===== src/rtl/serial_adder.sv =====
// serial_adder: bit-serial WIDTH-bit adder.
// One full-adder cell and a carry flip-flop process one bit pair per clock,
// LSB first. The sum is assembled in a right-shifting register. S, C_out and V
// are presented together with a one-cycle done pulse.
module serial_adder #(
  parameter int WIDTH = 8
) (
  input  logic             clk,
  input  logic             rst,
  input  logic             start,
  input  logic [WIDTH-1:0] A,
  input  logic [WIDTH-1:0] B,
  input  logic             C_in,
  output logic             busy,
  output logic             done,
  output logic [WIDTH-1:0] S,
  output logic             C_out,
  output logic             V
);

  localparam int CW = (WIDTH > 2) ? $clog2(WIDTH) : 1;
  localparam logic [CW-1:0] LAST = CW'(WIDTH - 1);

  typedef enum logic [1:0] {
    IDLE  = 2'd0,
    SHIFT = 2'd1,
    DONE  = 2'd2
  } state_t;

  state_t           state_q;
  logic [WIDTH-1:0] a_sh_q;
  logic [WIDTH-1:0] b_sh_q;
  logic [WIDTH-1:0] sum_sh_q;
  logic             cy_q;
  logic [CW-1:0]    cnt_q;
  logic             busy_q;
  logic             done_q;
  logic [WIDTH-1:0] s_q;
  logic             c_out_q;
  logic             v_q;

  logic             sum_bit_d;
  logic             cout_d;
  logic [WIDTH-1:0] sum_sh_d;

  // The single full-adder cell: returns {carry_out, sum}.
  function automatic logic [1:0] full_add(input logic x, input logic y, input logic c);
    full_add = {(x & y) | (x & c) | (y & c), x ^ y ^ c};
  endfunction

  // Current bit's sum/carry and the sum register after shifting the new bit in at the MSB.
  always_comb begin
    sum_bit_d = 1'b0;
    cout_d    = 1'b0;
    {cout_d, sum_bit_d} = full_add(a_sh_q[0], b_sh_q[0], cy_q);
    sum_sh_d  = {sum_bit_d, sum_sh_q[WIDTH-1:1]};
  end

  // Control FSM with datapath shift registers and registered results.
  always_ff @(posedge clk or posedge rst) begin
    if (rst) begin
      state_q  <= IDLE;
      a_sh_q   <= '0;
      b_sh_q   <= '0;
      sum_sh_q <= '0;
      cy_q     <= 1'b0;
      cnt_q    <= '0;
      busy_q   <= 1'b0;
      done_q   <= 1'b0;
      s_q      <= '0;
      c_out_q  <= 1'b0;
      v_q      <= 1'b0;
    end else begin
      case (state_q)
        IDLE: begin
          if (start) begin
            a_sh_q  <= A;
            b_sh_q  <= B;
            cy_q    <= C_in;
            cnt_q   <= '0;
            busy_q  <= 1'b1;
            state_q <= SHIFT;
          end
        end
        SHIFT: begin
          a_sh_q   <= a_sh_q >> 1;
          b_sh_q   <= b_sh_q >> 1;
          sum_sh_q <= sum_sh_d;
          cy_q     <= cout_d;
          cnt_q    <= cnt_q + 1'b1;
          if (cnt_q == LAST) begin
            // Overflow uses the carry into the MSB, i.e. cy before this update.
            s_q     <= sum_sh_d;
            c_out_q <= cout_d;
            v_q     <= cy_q ^ cout_d;
            done_q  <= 1'b1;
            busy_q  <= 1'b0;
            state_q <= DONE;
          end
        end
        DONE: begin
          done_q  <= 1'b0;
          state_q <= IDLE;
        end
        default: begin
          busy_q  <= 1'b0;
          done_q  <= 1'b0;
          state_q <= IDLE;
        end
      endcase
    end
  end

  assign busy  = busy_q;
  assign done  = done_q;
  assign S     = s_q;
  assign C_out = c_out_q;
  assign V     = v_q;

endmodule

===== config.mk =====
export PLATFORM = sky130hd
export DESIGN_NAME = serial_adder
export DESIGN_NICKNAME = d
export VERILOG_FILES = /design/src/rtl/serial_adder.sv
export SDC_FILE = /design/constraint.sdc
export NUM_CORES = 1
export LEC_CHECK = 0
export CORE_AREA = 3 3 65 67
export CTS_BUF_LIST = sky130_fd_sc_hd__clkbuf_16
export DETAILED_ROUTE_END_ITERATION = 12
export DIE_AREA = 0 0 68 70
export GPL_TIMING_DRIVEN = 0
export HOLD_SLACK_MARGIN = 0.15
export PLACE_DENSITY = 0.76
export SLEW_MARGIN = 0
export SYNTH_ARGS = -nofsm -noshare
export SYNTH_HDL_FRONTEND = slang
export SYNTH_SLANG_ARGS = --single-unit

===== constraint.sdc =====
create_clock -name clk -period 1.8 [get_ports clk]
set_input_delay 0.36 -clock clk [delete_from_list [all_inputs] [get_ports clk]]
set_output_delay 0.36 -clock clk [all_outputs]
set_load 0.01 [all_outputs]

==> impl_metrics.env <==
export IMPL_clock_sinks=41
export IMPL_grt_overflow=0
export IMPL_clkTransAtPathRegs_ns=0.06
export IMPL_fmax_mhz=590
export IMPL_p_leak_nw=1.04
export IMPL_synth_enable_flop_cells=0
export IMPL_grt_first_pass_wirelength_um=6380
export IMPL_yosys_area_top_type_share_pct=53.7
export IMPL_ys_seq_area_share_pct=53.7
export IMPL_peakVddDrop_mv=0.900
export IMPL_grt_max_degree=42
export IMPL_finalWeightedCongestion=0.800
export IMPL_ys_ff_latch=41
export IMPL_end_kind="flop"
export IMPL_drc=0
export IMPL_hold_viol=0
export IMPL_synth_area_leader_cell="dfrtp_1"
export IMPL_fp_dieH_um=70
export IMPL_finalCriticalPeriod_ns=1.70
export IMPL_crit_fanout=10
export IMPL_layout_nets=209
export IMPL_clock_latency_ns=0.28
export IMPL_die_area_sq_um=4760
export IMPL_required_ns=1.95
export IMPL_dp_hpwl_um=2540
export IMPL_crit_start="start"
export IMPL_syn_inst=148
export IMPL_synth_common_cells="dfrtp_1, inv_1, nor4b_1"
export IMPL_syn2layout_area_growth_pct=26.6
export IMPL_post_cts_buffers=0
export IMPL_via_per_inst=5.60
export IMPL_route_antenna_remaining_nets=0
export IMPL_synth_most_common_cell="dfrtp_1"
export IMPL_ctsHoldBuffers=0
export IMPL_setup_slack_ns=0.104
export IMPL_placementRows=22
export IMPL_syn_nets=171
export IMPL_cts_root_buf="clkbuf_16"
export IMPL_place_ws_ns=-0.160
export IMPL_final_layout_size_suffix_gt1_share_pct=16.6
export IMPL_drt_pass1_iterations=4
export IMPL_portBuffers=31
export IMPL_synthDistinctLibCells=27
export IMPL_syn_area_sq_um=1910
export IMPL_cp_arrival_ns=1.84
export IMPL_ios=32
export IMPL_cts_repair_resized=0
export IMPL_p_switching_w=0.00137
export IMPL_async_flop_share_pct=100
export IMPL_combPwrFrac_pct=41.9
export IMPL_finClkSkew_ns=0.00468
export IMPL_worstMarginPinSlew_ns=0.850
export IMPL_hold_start="busy"
export IMPL_initial_core_util_pct=51.8
export IMPL_core_area_sq_um=3690
export IMPL_pwr_density_cell_nw_per_um2=1740
export IMPL_drt_iter0_markers=49
export IMPL_finalPower_w=0.00420
export IMPL_path_class="primary input to flop"
export IMPL_vias=1317
export IMPL_netlist_top_cells_area="dfrtp_1, mux2_1, nor4b_1"
export IMPL_rsz0062_at_grt="false"
export IMPL_synth_warnings=0
export IMPL_htree_levels=2
export IMPL_clockBufferDepth=2
export IMPL_wl_per_cell_um=15.9
export IMPL_holdWs_ns=0.485
export IMPL_worst_setup_path_start_kind="primary input"
export IMPL_drt_wl_total_um=3750
export IMPL_swShare_pct=32.7
export IMPL_p_seq_share_pct=38.1
export IMPL_finalSetupViolCount=0
export IMPL_r2r_start="cnt_q[0]"
export IMPL_syn_avg_cell_area_sq_um=12.9
export IMPL_die_w_um=68
export IMPL_grt_pass1_vias=1404
export IMPL_hold_class="flop to flop"
export IMPL_slew_limit_headroom_pct=43.3
export IMPL_drv_slew=0
export IMPL_status="finished clean"
export IMPL_grtUsageTotal_pct=17.6
export IMPL_yosys_most_used_dff="dfrtp_1"
export IMPL_clkPwrFrac_pct=20.0
export IMPL_antenna_found_initial=0
export IMPL_intPower_w=0.00282
export IMPL_numCtsBuffers=5
export IMPL_cap_viol_max_count=0
export IMPL_cts_tree="done"
export IMPL_fin_crit_sh_pct=94.2
export IMPL_r2r_slack_ns=0.17
export IMPL_diodes=0
-- routing by layer --
metal | track usage [%] | routed length, um
met5 | 0 | 0
met4 | 8.61 | 53
met3 | 3.54 | 258
met2 | 26.9 | 1860
met1 | 23.3 | 1570
-- power by group through the flow --
stage               combinational (W)  clock [W]  sequential (W)
detailed placement            0.00177          0         0.00162
floorplan                     0.00116          0         0.00163
global placement              0.00170          0         0.00160
global route                  0.00195   0.000883         0.00166
finish                        0.00176   0.000841         0.00160
CTS                           0.00178   0.000852         0.00161
-- worst paths after layout --
check                             to  cells after the start
max reg2reg                        V                      5
min                             busy                      1
min in group asynchronous  a_sh_q[3]                      2
max                        a_sh_q[2]                      4
max in group asynchronous  a_sh_q[0]                      2
min reg2reg                     busy                      1
-- worst max-delay path, stage by stage --
cell and delay, ns:
clkdlybuf4s50_1 0.67, clkbuf_1 0.38, nor4b_1 0.37, a221oi_2 0.07
-- metrics by stage --
stage	utilization [%]	instance area (sq um)	instances	TNS, ns
global placement	61.8	2280	227	-14.12
CTS	65.5	2420	235	0
finish	65.5	2420	235	0
global route	65.5	2420	235	0
detailed placement	61.8	2280	227	-1.05
floorplan	-	1910	148	0
-- cells by family after synthesis --
group	synth area share [%]
AO/OA/AOI/OAI	12.6
XOR/XNOR	0.459
adder cells (fa/ha/maj)	2.36
buffers and inverters	7.67
flip-flops	53.7
multiplexers	11.0
AND/OR/NAND/NOR	12.2
-- flip-flops by register name, indices dropped and copies added (netlist names) --
register,flops
C_out,1
S,8
V,1
a_sh_q,8
b_sh_q,8
busy,1
cnt_q,3
cy_q,1
done,1
state_q,2
sum_sh_q,7
-- layout make-up --
type	instances	area [sq um]
Tap cell	48	60.1
Clock buffer	5	125
Fill cell	294	1270
Buffer	13	82.6
Sequential cell	41	1030
Multi-Input combinational cell	77	737
Timing Repair Buffer	31	310
Inverter	17	63.8
Clock inverter	3	12.5
-- placed cells by master, fill, tap and decap left out, types with 2 or more instances in the layout --
cell type / instances
nor2_1: 6
a211oi_1: 5
a21oi_1: 2
a221oi_2: 8
nor4b_1: 15
mux2_1: 14
inv_1: 16
clkbuf_16: 5
buf_6: 2
nand2b_1: 2
ha_1: 2
a221oi_1: 2
mux2_2: 2
dfrtp_1: 41
nor3b_1: 6
buf_2: 5
buf_4: 3
clkinv_1: 2
clkbuf_1: 2
a22o_1: 4
mux2_4: 2
clkdlybuf4s50_1: 31
(Power assumes the default switching activity.)
